### config.mk
export PLATFORM = sky130hd
export DESIGN_NAME = pipe_ctrl
export DESIGN_NICKNAME = d
export VERILOG_FILES = /design/src/rtl/pipe_ctrl.sv
export SDC_FILE = /design/constraint.sdc
export NUM_CORES = 1
export LEC_CHECK = 0
export CAP_MARGIN = 5
export CORE_ASPECT_RATIO = 1.4
export CORE_MARGIN = 3
export CORE_UTILIZATION = 25
export DETAILED_ROUTE_END_ITERATION = 6
export PLACE_DENSITY = 0.62
export SETUP_SLACK_MARGIN = 0.15
export SLEW_MARGIN = 10
export SYNTH_ARGS = -nofsm -noshare
export SYNTH_HDL_FRONTEND = slang
export SYNTH_SLANG_ARGS = --single-unit
### constraint.sdc
create_clock -name clk -period 4.8 [get_ports clk]
set_input_delay 1.44 -clock clk [delete_from_list [all_inputs] [get_ports clk]]
set_output_delay 1.44 -clock clk [all_outputs]
set_load 0.005 [all_outputs]
### src/rtl/pipe_ctrl.sv
// Pipeline control for the 5-stage core: stall-vector arbitration, exception flush,
// multi-cycle EX sequencer and a saturating stall-cycle counter.
module pipe_ctrl #(
    parameter int MC_CNT_W = 6,
    parameter int PERF_W   = 32,
    parameter int PC_W     = 32
) (
    input  logic                clk,
    input  logic                rst,
    input  logic                stallreq_from_id,
    input  logic                stallreq_from_ex,
    input  logic                stallreq_from_mem,
    input  logic                ex_mc_start,
    input  logic [MC_CNT_W-1:0] ex_mc_cycles,
    input  logic                excp_valid,
    input  logic [PC_W-1:0]     excp_vector,
    output logic [5:0]          stall,
    output logic                flush,
    output logic [PC_W-1:0]     new_pc,
    output logic                ex_mc_busy,
    output logic                ex_mc_done,
    output logic [PERF_W-1:0]   stall_cycles,
    output logic [1:0]          mc_state_dbg
);

    typedef enum logic [1:0] {
        IDLE = 2'd0,
        BUSY = 2'd1,
        DONE = 2'd2
    } mc_state_t;

    mc_state_t             state, state_nxt;
    logic [MC_CNT_W-1:0]   cnt, cnt_nxt;
    logic                  ex_stall;

    assign mc_state_dbg = state;
    assign ex_mc_busy   = (state != IDLE);

    // A zero-length op is a no-op: it never stalls and never reaches DONE.
    assign ex_stall = ((state == IDLE) && ex_mc_start && (ex_mc_cycles != '0))
                      || (state == BUSY);

    // Stall arbitration, highest priority first; reset forces everything quiet.
    always_comb begin
        stall  = 6'b000000;
        flush  = 1'b0;
        new_pc = '0;
        if (!rst) begin
            if (excp_valid) begin
                flush  = 1'b1;
                new_pc = excp_vector;
            end else if (stallreq_from_mem) begin
                stall = 6'b011111;
            end else if (stallreq_from_ex || ex_stall) begin
                stall = 6'b001111;
            end else if (stallreq_from_id) begin
                stall = 6'b000111;
            end
        end
    end

    // Sequencer: BUSY counts down the remaining N-2 cycles regardless of downstream stalls.
    always_comb begin
        state_nxt = state;
        cnt_nxt   = cnt;
        if (excp_valid) begin
            state_nxt = IDLE;
            cnt_nxt   = '0;
        end else begin
            case (state)
                IDLE: begin
                    if (ex_mc_start && (ex_mc_cycles > MC_CNT_W'(1))) begin
                        state_nxt = BUSY;
                        cnt_nxt   = ex_mc_cycles - MC_CNT_W'(2);
                    end else if (ex_mc_start && (ex_mc_cycles == MC_CNT_W'(1))) begin
                        state_nxt = DONE;
                    end
                end
                BUSY: begin
                    if (cnt == '0) begin
                        state_nxt = DONE;
                    end else begin
                        cnt_nxt = cnt - MC_CNT_W'(1);
                    end
                end
                DONE: begin
                    state_nxt = IDLE;
                end
                default: begin
                    state_nxt = IDLE;
                    cnt_nxt   = '0;
                end
            endcase
        end
    end

    always_ff @(posedge clk) begin
        if (rst) begin
            state      <= IDLE;
            cnt        <= '0;
            ex_mc_done <= 1'b0;
        end else begin
            state      <= state_nxt;
            cnt        <= cnt_nxt;
            ex_mc_done <= (state_nxt == DONE);
        end
    end

    always_ff @(posedge clk) begin
        if (rst) begin
            stall_cycles <= '0;
        end else if (stall[0] && (stall_cycles != {PERF_W{1'b1}})) begin
            stall_cycles <= stall_cycles + PERF_W'(1);
        end
    end

endmodule

[Word-level counts from Yosys, hierarchy flattened]
Cells that the tools add are included.
Cells by class
  add/subtract/negate cells: 3
  $lt $le $gt $ge: 1
  equality and inequality tests: 7
  mux-type cells: 17
  bitwise logic cells: 1
  reduce and logical (&&, ||, !) cells: 13
Operators by type and width (count)
  2-to-1 mux 32 bit: 2
  adder 32 x 1 -> 32 bit, second input constant: 1
  != test 32 bit, second input constant: 1
  case mux 6 bit (3 select lines): 1
  2-to-1 mux 5 bit: 3
  2-to-1 mux 6 bit: 2
  2-to-1 mux 2 bit: 4
  == test 6 x 1 -> 1 bit, second input constant: 1
  > comparator 6 x 1 -> 1 bit, second input constant: 1
  zero test 6 bit: 1
  nonzero test 6 bit: 1
  subtractor 6 x 1 -> 6 bit, second input constant: 1
  subtractor 6 x 2 -> 6 bit, second input constant: 1
  logical AND 1 bit: 5
  == test 2 bit, second input constant: 2
  2-to-1 mux 4 bit: 1
  case mux 2 bit (2 select lines): 1
  2-to-1 mux 3 bit: 1
  AND reduction 3 bit: 1
  == test 2 x 1 -> 1 bit, second input constant: 1
  zero test 2 bit: 1
  logical OR 1 bit: 2
  2-to-1 mux 1 bit: 2
  != test 2 x 1 -> 1 bit, second input constant: 1
  4 further kinds: 4
Storage, ports and cells
  register bits: 41
  input bits: 45
  output and inout port bits: 75
  word-level logic and storage cells: 46

[Depth between registers and ports, before layout]
Gate-level depths: netlist (run 1).
  depth after elaboration: 10
  gate-level depth with buffers: 8

[Worst setup path before layout (run 1)]
OpenSTA, ideal clock, no wires.
  path type: input -> output
  from: in ex_mc_cycles[1]
  to: out stall[1]
  arrival: 2700 ps
  data required time: 3360 ps
  setup slack: 660 ps
  stages on the path: 5
  path through: or3_1 o311a_1 o21ai_2 inv_2 buf_4
Between the ends
  word-level cells in the longest chain between the ends: 8
RTL lines
  start, declared: line 14  | input logic [MC_CNT_W-1:0] ex_mc_cycles,
  nonzero test 6 bit: line 40  | assign ex_stall = ((state == IDLE) && ex_mc_start && (ex_mc_cycles != '0))
  logical AND 1 bit: line 40
  logical OR 1 bit: line 41  | || (state == BUSY);
  logical OR 1 bit: line 54  | end else if (stallreq_from_ex || ex_stall) begin
  2-to-1 mux 4 bit: line 54
  2-to-1 mux 5 bit: line 52  | end else if (stallreq_from_mem) begin
  2-to-1 mux 5 bit: line 49  | if (excp_valid) begin
  2-to-1 mux 5 bit: line 48  | if (!rst) begin
  end, declared: line 17  | output logic [5:0] stall,
No other way between the ends.

[Worst setup path after layout (run 1)]
  from: in ex_mc_cycles[1]
  to: out stall[0]
The elaborated chain is that of the path after synthesis.

==> impl_metrics.ini, run 1 <==
[outcome]
status = finished, final reports clean

[clock_tree]
cts_max_level = 2
clockRootBuffer = clkbuf_16
cts_hold_buf = 0
path_clk_slew_ns = 0.06
cts_tree = done
clock-sinks = 41
numCtsBuffers = 5
insertion_delay_ns = 0.28
clk_path_buf_depth = 2

[timing]
hold_viol_final = 0
fin_crit_sh_pct = 97.4
rsz0062_at_grt = yes
worst_pin_slew_ns = 0.728
finalClockSkew_ns = 0.00714
period_minus_slack_ns = 4.67
slew_violations = 0
setup_viol = 0
fmax_mhz = 214
slew_headroom_pct = 51.2

[place]
place.port_buffers = 118
dp_cells = 572
place_area_um2 = 3960
gp_congestion = 0.844
hpwl_mm = 6.45

[synth]
yosys.cell_types.count = 50
netlist_instances = 325
synthArstFlopShare_pct = 0
syn_area_per_cell_um2 = 7.98
synth_largest_area_cell = dfxtp_1
yosysTopAreaCellShare_pct = 31.7
ys.flop_type = dfxtp_1
synth_seq_area_share_pct = 31.7
yosys.cell_count.top_type = dfxtp_1
ys_ff_latch = 41
syn_area_um2 = 2590
ys_top_cells_by_count = 41 x dfxtp_1, 34 x and2_1, 21 x a21oi_1
synth_area_leaders = dfxtp_1 32%, and2_1 8.2%, or4_1 5.8%
synth_edf_count = 0
synth_nets = 373
ys.warnings.count = 0

[finish]
seqCellArea_um2 = 821
fillers = 1039
drive_above_1_share_pct = 9.40
n_antenna_cell = 0
final_cell_count_no_fill = 582
multi_input_area_um2 = 1640
fin_area_um2 = 4110
syn2layout_area_growth_pct = 58.4
nets = 494

[setup_path]
crit_arrival_ns = 3.23
path_max_fanout = 5
start_kind = input port
critPathCaptureType = output pin
critical_path_class = in -> out
cp.required_ns = 3.36

[routing]
wl_mm = 8.37
ant_nets = 0
drc = 0
wl_per_cell_um = 14.4
drt_iter0_drc = 106
firstDrtPassIters = 5
vias_per_cell = 4.95
num_vias = 2882

[die]
initial_core_util_pct = 25.9
design.core.area_um2 = 10000
rows = 43
die_y_um = 126
die-area_um2 = 11600
ios = 120
die_x_um = 92.1

[run]
cap_violations = 0

[global_routing]
grt_max_degree = 36
grt_pass1_wl_mm = 13.7
grt_overflow = 0
grt_pass1_vias = 2834
track_usage_pct = 14.2
antenna_found_initial = 0

[pwr]
peakVddDrop_v = 0.000141
leakage_nw = 1.35
p_per_area_nw_per_um2 = 201

[hold_path]
hold_class = reg -> reg
==> cell type report <==
cell class	count	share of cell area, %
Inverter	12	1.10
Clock buffer	5	3.05
Sequential cell	41	20.0
Clock inverter	3	0.427
Timing Repair Buffer	133	31.4
Tap cell	135	4.11
Multi-Input combinational cell	253	40.0
==> per-stage QoR <==
step | setup slack (ns) | total power, mW | hold WS [ns] | util, % | setup TNS [ns]
6_report | 0.127 | 0.825 | 0.498 | 41.0 | 0
5_1_grt | 0.0804 | 0.862 | 0.522 | 41.0 | 0
4_1_cts | 0.0726 | 0.837 | 0.501 | 41.0 | 0
3_5_place_dp | -0.0553 | 0.503 | 0.492 | 39.5 | -0.192
3_3_place_gp | -0.0429 | 0.501 | 0.469 | 39.5 | -0.144
2_1_floorplan | 0.660 | 0.417 | 0.461 | - | 0
==> state kept, by name (all words and copies together) (netlist names) <==
name and cells:
mc_state_dbg 2, ex_mc_done 1, cnt 6, stall_cycles 32
==> critical path: stages <==
cell and delay (ns):
clkdlybuf4s50_1 0.41, or3_1 0.39, o311a_1 0.39, o21ai_2 0.21
inv_2 0.07, buf_6 0.13, clkdlybuf4s15_1 0.20
==> per-layer routing <==
layer  GRT usage (%)  vias to the layer above  wire length (um)
li1                -                     1456                 -
met1            16.1                     1347              3340
met2            26.3                       73              4620
met3            2.79                        6               332
met4            4.46                        0                70
met5               0                        -                 0
==> final timing paths <==
kind               startpoint               end  slack, ns  cells past startpoint
max           ex_mc_cycles[1]          stall[0]       0.13                      7
min reg2reg  stall_cycles[27]  stall_cycles[27]       0.50                      2
max reg2reg   stall_cycles[0]   stall_cycles[5]       2.07                      7
min          stall_cycles[27]  stall_cycles[27]       0.50                      2
==> logic make-up after synthesis <==
| logic type | Yosys count | synth area share (%) |
|---|---|---|
| and+or+nand+nor | 157 | 36.0 |
| AOI/OAI and AO/OA | 79 | 20.4 |
| DFF | 41 | 31.7 |
| buffers and inverters | 31 | 5.21 |
| muxes | 9 | 3.81 |
| xor gates and xnor gates | 4 | 1.35 |
| adders and majority gates | 3 | 1.45 |
| other | 1 | 0.145 |
==> cells in the final DEF, fill, tap and decap left out, types with 6 or more instances in the layout <==
| master | instances |
|---|---|
| a21oi_1 | 21 |
| and2_1 | 34 |
| buf_4 | 14 |
| clkdlybuf4s50_1 | 114 |
| dfxtp_1 | 41 |
| inv_1 | 11 |
| nand2_1 | 17 |
| nand3_1 | 12 |
| nand4_1 | 6 |
| nor2_1 | 18 |
| nor2b_1 | 9 |
| nor4_1 | 8 |
| o21ai_0 | 12 |
| o31ai_1 | 15 |
| or3_1 | 8 |
| or4_1 | 20 |
==> power by group <==
group / switching [mW] / total, mW / internal (mW)
logic: 0.0588 / 0.145 / 0.0866
registers: 0.00639 / 0.351 / 0.345
clock network: 0.138 / 0.329 / 0.191
total: 0.204 / 0.825 / 0.622
==> what timing repair did <==
| item | CTS | global route |
|---|---|---|
| endpoints found under the setup margin | 4 | 3 |
| buffers inserted | 1 | 1 |
| gates resized for setup | 4 | 7 |
| pin swaps | 3 | 4 |
Power figures use the tool's default switching activity.
==> run 2: changes to the inputs <==
- HOLD_SLACK_MARGIN: unset -> 0.06
==> results of run 2 <==
The final DEF is identical to that of run 1; final timing and power are the same.
==> run 3: changes to the inputs <==
- DONT_BUFFER_PORTS: unset -> 1
- PLACE_DENSITY: 0.62 -> 0.47
==> impl_metrics.ini, run 3 (same netlist as run 1, synthesis figures left out) <==
[timing]
fmax_mhz = 245
rsz0062_at_grt = no
slew_violations = 0
finalClockSkew_ns = 0.00562
setup_viol = 0
hold_ws_ns = 0.494
hold_viol_final = 0
period_minus_slack_ns = 4.08
worst_pin_slew_ns = 0.749
tns_ns = 0
slew_headroom_pct = 49.6
fin_crit_sh_pct = 85.0

[routing]
wl_per_cell_um = 16.6
num_vias = 2419
vias_per_cell = 5.35
drc = 0
ant_nets = 0
wl_met1_mm = 3.20
wl_met3_um = 350
drt_iter0_drc = 107
wl_met2_mm = 3.82
wl_mm = 7.50
firstDrtPassIters = 4
top_layer = met4

[pwr]
p_total_mw = 0.795
seq_power_share_pct = 44.2
switching_share_pct = 22.9
internal-power_mw = 0.613
combPwrFrac_pct = 8.4
peakVddDrop_v = 0.000116
p_switching_mw = 0.182
p_per_area_nw_per_um2 = 277
leakage_nw = 0.875
p_clk_share_pct = 47.4

[setup_path]
crit_family = simple AND/OR/NAND/NOR gates
timing.critical_path.buf_inv = 0
start_kind = input port
crit_slowest_cell = o311a_1
path_max_fanout = 6
max_stage_delay_ns = 0.46
crit_chain = or3_1 -> o311a_1 -> nor4_1 -> nor2_1
reg2reg_slack_ns = 2.33
reg2reg_depth = 5
critPathCaptureType = output pin
critical_path_class = in -> out
cp.required_ns = 3.36
crit_arrival_ns = 2.64
r2r_start = stall_cycles[13]
timing.rr.end = stall_cycles[22]

[finish]
final_common_cell = dfxtp_1
nets = 365
fillers = 1110
syn2layout_area_growth_pct = 10.6
top_register = stall_cycles
layout_common_cells = 41 x dfxtp_1, 34 x and2_1, 21 x a21oi_1, 20 x or4_1, 18 x nor2_1
n_antenna_cell = 0
drive_above_1_share_pct = 8.83
fin_util_pct = 28.6
largest_reg_flops = 32

[clock_tree]
clock-sinks = 41
ctsResizeCount = 0
path_clk_slew_ns = 0.06
insertion_delay_ns = 0.28
numCtsBuffers = 5
cts_tree = done
cts_max_level = 2
cts_setup_buffers = 0
cts_hold_buf = 0
clockRootBuffer = clkbuf_16
clk_path_buf_depth = 2

[die]
die-area_um2 = 11600
ios = 120
die_y_um = 126
initial_core_util_pct = 25.9
design.core.area_um2 = 10000
rows = 43
die_x_um = 92.1

[hold_path]
min_to = cnt[5]
hold_class = reg -> reg
min_path_cells = 2
hold_start = cnt[5]

[place]
place.port_buffers = 0
gp_congestion = 0.817
hpwl_mm = 5.73

[global_routing]
grt_pass1_wl_mm = 12.0
antenna_found_initial = 0
grt_overflow = 0
grt_max_degree = 39
track_usage_pct = 12.6
grt_pass1_vias = 2336

[run]
cap_violations = 0

[outcome]
status = finished, final reports clean
## run 3: layer usage
metal	up-vias	global-route usage [%]
met5	-	0
met4	0	4.02
met3	10	3.32
met2	52	21.5
met1	1155	15.5
li1	1202	-
## run 3: worst reg2reg max path, stage by stage, from the launching register on
cell and delay, ns:
dfxtp_1 0.49, nand4_1 0.23, or4_1 0.59, o21ai_1 0.60
nor3b_1 0.13, mux2_1 0.33
## run 3: how the worst max path moves through the flow
| stage | from | endpoint | slack [ns] | cells after the start |
|---|---|---|---|---|
| 3_3_place_gp | ex_mc_cycles[1] | stall[3] | 0.72 | 4 |
| 5_1_grt | ex_mc_cycles[1] | stall[3] | 0.62 | 4 |
| 3_5_place_dp | ex_mc_cycles[1] | stall[3] | 0.71 | 4 |
| 2_1_floorplan | ex_mc_cycles[1] | stall[1] | 0.66 | 5 |
| 6_report | ex_mc_cycles[1] | stall[3] | 0.72 | 4 |
| 4_1_cts | ex_mc_cycles[1] | stall[3] | 0.71 | 4 |
## run 3: final cells by class
cell class                      instances  area (um2)  share of cell area (%)
Multi-Input combinational cell        253        1640                    57.3
Tap cell                              135         169                    5.89
Timing Repair Buffer                    4        30.0                    1.05
Clock inverter                          2        35.0                    1.22
Sequential cell                        41         821                    28.6
Clock buffer                            5         125                    4.36
Inverter                               12        45.0                    1.57
## run 3: power groups by stage
stage | Combinational [mW] | Clock (mW) | Sequential [mW]
after floorplan | 0.0607 | 0 | 0.356
after global placement | 0.0668 | 0 | 0.359
after detailed placement | 0.0670 | 0 | 0.359
after CTS | 0.0674 | 0.391 | 0.351
after global routing | 0.0755 | 0.403 | 0.352
final | 0.0668 | 0.377 | 0.351
## run 3: metrics by stage
step                      std cells  area [um2]  setup slack (ns)
after global placement          445        2710             0.719
after global routing            452        2870             0.618
final                           452        2870             0.722
after floorplan                 325        2590             0.660
after detailed placement        445        2710             0.714
after CTS                       452        2870             0.713
